==> config.mk <==
export PLATFORM = sky130hd
export DESIGN_NAME = pwl_act_simd
export DESIGN_NICKNAME = d
export VERILOG_FILES = /design/src/rtl/pwl_act_pkg.sv /design/src/rtl/pwl_lane.sv /design/src/rtl/pwl_act_simd.sv
export SDC_FILE = /design/constraint.sdc
export NUM_CORES = 1
export LEC_CHECK = 0
export CAP_MARGIN = 20
export CORE_MARGIN = 2
export CORE_UTILIZATION = 55
export CTS_BUF_LIST = sky130_fd_sc_hd__clkbuf_4 sky130_fd_sc_hd__clkbuf_8 sky130_fd_sc_hd__clkbuf_16
export DETAILED_ROUTE_END_ITERATION = 16
export HOLD_SLACK_MARGIN = 0.12
export PLACE_DENSITY_LB_ADDON = 0.05
export SYNTH_ARGS = -nofsm -noshare
export SYNTH_HDL_FRONTEND = slang
export SYNTH_SLANG_ARGS = --single-unit
==> constraint.sdc <==
create_clock -name clk -period 8.8 [get_ports clk]
set_input_delay 1.76 -clock clk [delete_from_list [all_inputs] [get_ports clk]]
set_output_delay 1.76 -clock clk [all_outputs]
set_load 0.02 [all_outputs]
==> src/rtl/pwl_act_pkg.sv <==
// Shared Q5.11 constants, the 9-slice tanh table and its segment decoder
// for the piecewise-linear activation unit.
package pwl_act_pkg;

  localparam int W    = 16;
  localparam int FRAC = 11;
  localparam int ONE  = 2048;
  localparam int HALF = ONE / 2;

  localparam logic signed [W-1:0] BP_0 = -16'sd6144;
  localparam logic signed [W-1:0] BP_1 = -16'sd4779;
  localparam logic signed [W-1:0] BP_2 = -16'sd3413;
  localparam logic signed [W-1:0] BP_3 = -16'sd2048;
  localparam logic signed [W-1:0] BP_4 = -16'sd683;
  localparam logic signed [W-1:0] BP_5 = 16'sd683;
  localparam logic signed [W-1:0] BP_6 = 16'sd2048;
  localparam logic signed [W-1:0] BP_7 = 16'sd3413;
  localparam logic signed [W-1:0] BP_8 = 16'sd4779;
  localparam logic signed [W-1:0] BP_9 = 16'sd6144;

  localparam logic signed [W-1:0] M_0 = 16'sd42;
  localparam logic signed [W-1:0] M_1 = 16'sd154;
  localparam logic signed [W-1:0] M_2 = 16'sd521;
  localparam logic signed [W-1:0] M_3 = 16'sd1352;
  localparam logic signed [W-1:0] M_4 = 16'sd1975;
  localparam logic signed [W-1:0] M_5 = 16'sd1352;
  localparam logic signed [W-1:0] M_6 = 16'sd521;
  localparam logic signed [W-1:0] M_7 = 16'sd154;
  localparam logic signed [W-1:0] M_8 = 16'sd42;

  localparam logic signed [W-1:0] C_0 = -16'sd1912;
  localparam logic signed [W-1:0] C_1 = -16'sd1650;
  localparam logic signed [W-1:0] C_2 = -16'sd1039;
  localparam logic signed [W-1:0] C_3 = -16'sd208;
  localparam logic signed [W-1:0] C_4 = 16'sd0;
  localparam logic signed [W-1:0] C_5 = 16'sd208;
  localparam logic signed [W-1:0] C_6 = 16'sd1039;
  localparam logic signed [W-1:0] C_7 = 16'sd1650;
  localparam logic signed [W-1:0] C_8 = 16'sd1912;

  localparam logic signed [W-1:0] SAT_LOW  = -16'sd2038;
  localparam logic signed [W-1:0] SAT_HIGH = 16'sd2038;

  typedef struct packed {
    logic signed [W-1:0] m;
    logic signed [W-1:0] c;
    logic                sat_lo;
    logic                sat_hi;
  } seg_t;

  // Each segment owns its lower breakpoint: BP_k <= xs < BP_k+1.
  function automatic seg_t seg_decode(input logic signed [W-1:0] xs);
    seg_t s;
    s = '0;
    if (xs < BP_0)       s.sat_lo = 1'b1;
    else if (xs >= BP_9) s.sat_hi = 1'b1;
    else if (xs < BP_1)  begin s.m = M_0; s.c = C_0; end
    else if (xs < BP_2)  begin s.m = M_1; s.c = C_1; end
    else if (xs < BP_3)  begin s.m = M_2; s.c = C_2; end
    else if (xs < BP_4)  begin s.m = M_3; s.c = C_3; end
    else if (xs < BP_5)  begin s.m = M_4; s.c = C_4; end
    else if (xs < BP_6)  begin s.m = M_5; s.c = C_5; end
    else if (xs < BP_7)  begin s.m = M_6; s.c = C_6; end
    else if (xs < BP_8)  begin s.m = M_7; s.c = C_7; end
    else                 begin s.m = M_8; s.c = C_8; end
    return s;
  endfunction

endpackage

==> src/rtl/pwl_lane.sv <==
// One lane of the activation datapath: decode, multiply-add, saturate and
// sigmoid remap, each behind a register gated by the shared advance enable.
module pwl_lane
  import pwl_act_pkg::*;
#(
  parameter bit ROUND = 1'b1
) (
  input  logic         clk,
  input  logic         rst_n,
  input  logic         adv_i,
  input  logic         load_i,
  input  logic         mode_i,
  input  logic         mode_s3_i,
  input  logic [W-1:0] x_i,
  output logic [W-1:0] y_o,
  output logic         sat_o
);

  logic signed [W-1:0] x_s, xs_d, xs_q;
  seg_t                seg_d, seg_q;
  logic signed [31:0]  prod, prod_r, prod_sh, sum_w;
  logic signed [W-1:0] t_d, t_q, t_sel, y_d, y_q;
  logic                sat_lo_q, sat_hi_q, sat_q;

  assign x_s   = x_i;
  assign xs_d  = mode_i ? (x_s >>> 1) : x_s;
  assign seg_d = seg_decode(xs_d);

  assign prod    = 32'(seg_q.m) * 32'(xs_q);
  assign prod_r  = prod + (ROUND ? 32'(HALF) : 32'sd0);
  assign prod_sh = prod_r >>> FRAC;
  assign sum_w   = prod_sh + 32'(seg_q.c);

  // Clamp to the 16-bit signed range; only reachable on table edits.
  always_comb begin
    t_d = sum_w[W-1:0];
    if (sum_w > 32'sd32767)       t_d = 16'sh7fff;
    else if (sum_w < -32'sd32768) t_d = 16'sh8000;
  end

  always_comb begin
    t_sel = t_q;
    if (sat_hi_q)      t_sel = SAT_HIGH;
    else if (sat_lo_q) t_sel = SAT_LOW;
    y_d = mode_s3_i ? ((t_sel >>> 1) + W'(HALF)) : t_sel;
  end

  always_ff @(posedge clk or negedge rst_n) begin
    if (!rst_n) begin
      xs_q     <= '0;
      seg_q    <= '0;
      t_q      <= '0;
      sat_lo_q <= 1'b0;
      sat_hi_q <= 1'b0;
      y_q      <= '0;
      sat_q    <= 1'b0;
    end else begin
      if (load_i) begin
        xs_q  <= xs_d;
        seg_q <= seg_d;
      end
      if (adv_i) begin
        t_q      <= t_d;
        sat_lo_q <= seg_q.sat_lo;
        sat_hi_q <= seg_q.sat_hi;
        y_q      <= y_d;
        sat_q    <= sat_lo_q | sat_hi_q;
      end
    end
  end

  assign y_o   = y_q;
  assign sat_o = sat_q;

endmodule

==> src/rtl/pwl_act_simd.sv <==
// Multi-lane tanh/sigmoid unit: LANES copies of pwl_lane behind one
// ready/valid handshake, plus the saturation event counter.
module pwl_act_simd
  import pwl_act_pkg::*;
#(
  parameter int LANES = 2,
  parameter bit ROUND = 1'b1
) (
  input  logic               clk,
  input  logic               rst_n,
  input  logic               in_valid,
  output logic               in_ready,
  input  logic               in_mode,
  input  logic [W*LANES-1:0] x_in,
  output logic               out_valid,
  input  logic               out_ready,
  output logic [W*LANES-1:0] y_out,
  output logic [15:0]        sat_cnt,
  input  logic               sat_clr
);

  // Handshake: a transfer happens on a side when valid & ready are both high
  // at a rising edge. The whole pipe moves together on adv, so in_ready is
  // combinational from out_ready and a stalled output holds y_out/out_valid.
  logic             adv, accept, out_fire;
  logic             v1_q, v2_q, v3_q;
  logic             mode1_q, mode2_q;
  logic [LANES-1:0] lane_sat;
  logic [3:0]       n_sat;
  logic [16:0]      sat_sum;
  logic [15:0]      sat_cnt_q, sat_cnt_d;

  assign adv       = out_ready | ~v3_q;
  assign in_ready  = adv;
  assign accept    = in_valid & adv;
  assign out_fire  = v3_q & out_ready;
  assign out_valid = v3_q;

  always_ff @(posedge clk or negedge rst_n) begin
    if (!rst_n) begin
      v1_q    <= 1'b0;
      v2_q    <= 1'b0;
      v3_q    <= 1'b0;
      mode1_q <= 1'b0;
      mode2_q <= 1'b0;
    end else begin
      if (accept) mode1_q <= in_mode;
      if (adv) begin
        v1_q    <= in_valid;
        v2_q    <= v1_q;
        v3_q    <= v2_q;
        mode2_q <= mode1_q;
      end
    end
  end

  for (genvar i = 0; i < LANES; i++) begin : g_lane
    pwl_lane #(.ROUND(ROUND)) u_lane (
      .clk       (clk),
      .rst_n     (rst_n),
      .adv_i     (adv),
      .load_i    (accept),
      .mode_i    (in_mode),
      .mode_s3_i (mode2_q),
      .x_i       (x_in[W*i +: W]),
      .y_o       (y_out[W*i +: W]),
      .sat_o     (lane_sat[i])
    );
  end

  // Clear wins over a same-cycle increment; the count sticks at 0xFFFF.
  always_comb begin
    n_sat = '0;
    for (int i = 0; i < LANES; i++) n_sat = n_sat + 4'(lane_sat[i]);
    sat_sum   = {1'b0, sat_cnt_q} + {13'd0, n_sat};
    sat_cnt_d = sat_cnt_q;
    if (sat_clr)       sat_cnt_d = '0;
    else if (out_fire) sat_cnt_d = sat_sum[16] ? 16'hFFFF : sat_sum[15:0];
  end

  always_ff @(posedge clk or negedge rst_n) begin
    if (!rst_n) sat_cnt_q <= '0;
    else        sat_cnt_q <= sat_cnt_d;
  end

  assign sat_cnt = sat_cnt_q;

endmodule

==> results_dict.tcl <==
set metrics [dict create \
    cts_root_buf "clkbuf_16" \
    ys_warn_count 0 \
    synth_area_sq_mm 0.02271 \
    drt_wl_total_um 55880 \
    antenna_found_initial 5 \
    yosysTopAreaCell "fa_1" \
    cts_buffer_depth 2 \
    fillers 3571 \
    port_buffers 87 \
    setup.worst_path.class "flop to flop" \
    clockPowerShare 0.110 \
    fp.dieW_um 207.2 \
    setup_viol 0 \
    ctsHoldBuffers 0 \
    ys_ff_latch 165 \
    min_path_type "flop to flop" \
    cts_tree "done" \
    rows 74 \
    num_vias 17995 \
    p_sw_mw 3.665 \
    max-slew-margin-rel 0.3358 \
    cts_max_level 4 \
    worstPathRequired_ps 9160 \
    slew_viol_final 0 \
    clkTransAtPathRegs_ps 70 \
    total_power_mw 7.312 \
    coreArea_sq_mm 0.04083 \
    synthesis.instances 2510 \
    grt-ovfl-total 0 \
    syn_nets 3084 \
    yosysSeqAreaShare 0.1818 \
    layout.nets 3153 \
    grt_first_pass_wirelength_um 92650 \
    critPathMostFrequentCell "fa_1" \
    die_area_sq_mm 0.04293 \
    drtAntennaViolNets 0 \
    io_pins 88 \
    crit_path_start_kind "flop" \
    firstDrtPassIters 5 \
    critPathCaptureType "flop" \
    fmax_ghz 0.1180 \
    fin_skew_ps 14.24 \
    cts_buffers 17 \
    avgRoutedWirePerCell_um 17.87 \
    synth_flop_cell "dfrtp_1" \
    synth_cell_type_count 91 \
    viasPerCell 5.755 \
    p_seq_frac 0.180 \
    ir_worst_vdd_mv 0.1865 \
    critPathArrivalTime_ps 8840 \
    placedCellCount 3080 \
    pre_cts_slack_ps -51.83 \
    drt_iter0_markers 1063 \
    drive_above_1_share 0.06831 \
    place.gp.congestion 0.9086 \
    worst_pin_slew_ps 996.3 \
    path_max_fanout 10 \
    track_usage 0.2632 \
    outcome "completed" \
    fin_cells 3127 \
    hold_viol_final 0 \
    p_per_area_mw_per_mm2 290.8 \
    grt_pass1_vias 18288 \
    areaGrowthSynthToFinish_pct 10.72 \
    max-cap-violations 0 \
    clk_latency_ps 450 \
    layout_min_cycle_time_ps 8474 \
    ys_async_sr_fraction 1.000 \
    setup_ws_ps 326.4 \
    internal_power_mw 3.648 \
    post-route-period-util 0.9629 \
    drc 0 \
    start_util 0.5561 \
    synth_area_per_cell_sq_um 9.047 \
    cellLeakagePower_nw 12.77 \
    synth_edf_count 0 \
    worst_path_largest_cell_delay_ps 550 \
    grt_max_degree 112 \
    cts_sinks 165 \
    fp.dieH_um 207.2 \
    switching_share 0.5012 \
    finish.utilization 0.6157 \
    combPwrFrac 0.710 \
    synthTopCellsByArea "fa_1, dfrtp_1, ha_1" \
    dp_hpwl_um 45010 \
    yosys.area.top_type_share 0.2213 \
    crit_slowest_cell "or4_1" \
]
==> timing repair <==
| action | in CTS | in global routing |
|---|---|---|
| buffers inserted | 0 | 10 |
| cloned | 0 | 1 |
| resized for setup | 1 | 42 |
| endpoints found under the setup margin | 5 | 31 |
| pin swaps | 0 | 15 |
| hold endpoints to repair | 0 | 0 |
==> power groups by stage <==
| stage | sequential [mW] | clock (mW) | combinational, mW |
|---|---|---|---|
| final | 1.32 | 0.801 | 5.19 |
| after global routing | 1.36 | 0.840 | 5.86 |
| after CTS | 1.31 | 0.811 | 5.14 |
| after detailed placement | 1.32 | 0 | 5.09 |
| after global placement | 1.32 | 0 | 5.00 |
| after floorplan | 1.26 | 0 | 3.75 |
==> cell usage after synthesis (9+ instances only) <==
cell      instances
a31oi_1          25
nor2b_1          41
nor3_1           35
a22oi_2          10
o21bai_1         10
ha_1            285
nand2b_1         23
buf_1            10
a311oi_1          9
mux2i_1          36
a211oi_1         25
nand3_1          25
nand4_1          15
xor2_1           13
a21oi_1          89
and2_1          158
dfrtp_1         165
a21o_1           32
a22o_1            9
xnor2_1          47
clkbuf_1         72
o21a_1           29
o211ai_1         26
o21ai_0         111
a221o_1          13
inv_1           385
o31ai_1          15
fa_1            251
and3_1           16
nor2_1          122
buf_2             9
nand2_1         245
==> area by class of cell <==
cell class                 count  area [sq um]  area share
tap                          532         665.6     0.02648
inverter                     385          1445     0.05748
multi-input combinational   1866         16940      0.6738
sequential                   165          4145      0.1649
timing repair buffer         144          1328     0.05280
clock inverter                14         182.7    0.007266
clock buffer                  17         425.4     0.01692
antenna                        4         10.01   0.0003981
==> metrics by stage <==
step                setup TNS (ps)  instance area (sq um)  hold slack [ps]
floorplan                        0                  22710            430.0
global placement                 0                  24210            447.6
detailed placement          -121.2                  24210            456.7
CTS                              0                  24830            473.2
global route                -632.4                  25140            495.8
finish                           0                  25140            469.3
==> layout by cell type (no fill, tap or decap), drive strengths merged, types with 10 or more instances in the layout <==
master,n
o21a,30
a21oi,94
nand2b,23
buf,59
dfrtp,165
mux2i,36
ha,285
nor2,122
a221o,13
xnor2,49
nor3,35
inv,393
o31ai,17
clkbuf,17
o21bai,10
a31oi,27
clkdlybuf4s50,85
nand3,25
a211oi,27
a21o,32
and3,16
o211ai,28
and2,158
xor2,14
o21ai,117
fa,251
nand2,246
a22oi,15
nor2b,41
nand4,15
==> sequential cells by signal, indices dropped and copies added, names as in the netlist <==
name and flops:
v2_q 1, out_valid 1, g_lane.u_lane.sat_hi_q 2, mode2_q 1, g_lane.u_lane.sat_lo_q 2, g_lane.u_lane.xs_q 32
g_lane.u_lane.seg_q 42, sat_cnt 16, g_lane.u_lane.y_o 32, g_lane.u_lane.t_q 32, v1_q 1, mode1_q 1
g_lane.u_lane.sat_o 2
==> cell families (layout without fill, tap and decap cells) <==
family / Yosys count / after routing / synth area share
other cells: 0 / 4 / 0
compound gates: 514 / 515 / 0.1611
xor+xnor: 63 / 63 / 0.02529
simple gates: 714 / 714 / 0.1553
flops: 165 / 165 / 0.1818
fa+ha+maj: 536 / 536 / 0.3783
mux: 38 / 38 / 0.01686
buf+inv: 480 / 560 / 0.08133
==> routing by layer <==
metal	track usage	part of all wire	vias up	routed length, um
li1	-	-	8571	-
met1	0.3598	0.44	8968	24810
met2	0.4448	0.50	366	27860
met3	0.02456	0.033	88	1819
met4	0.08054	0.024	2	1364
met5	0	0.00029	-	16
==> path summary, 6_finish.rpt <==
| path | startpoint | end | slack [ps] | depth (start not counted) |
|---|---|---|---|---|
| max | g_lane[0].u_lane.seg_q[26] | g_lane[0].u_lane.t_q[3] | 330 | 31 |
| min | v2_q | v2_q | 470 | 2 |
| max reg2reg | g_lane[0].u_lane.seg_q[26] | g_lane[0].u_lane.t_q[3] | 330 | 31 |
| min reg2reg | v2_q | v2_q | 470 | 2 |
| max in group asynchronous | rst_n | g_lane[0].u_lane.seg_q[25] | 6080 | 3 |
| min in group asynchronous | rst_n | g_lane[1].u_lane.y_o[2] | 1220 | 1 |
==> worst max-delay path, delay by kind of cell, from the launching register on <==
kind	cells	cell delay, ps
flops	1	460
xor+xnor	1	150
simple gates	7	1440
buf+inv	4	480
fa+ha+maj	8	3670
compound gates	11	2180
Power figures use the tool's default switching activity.
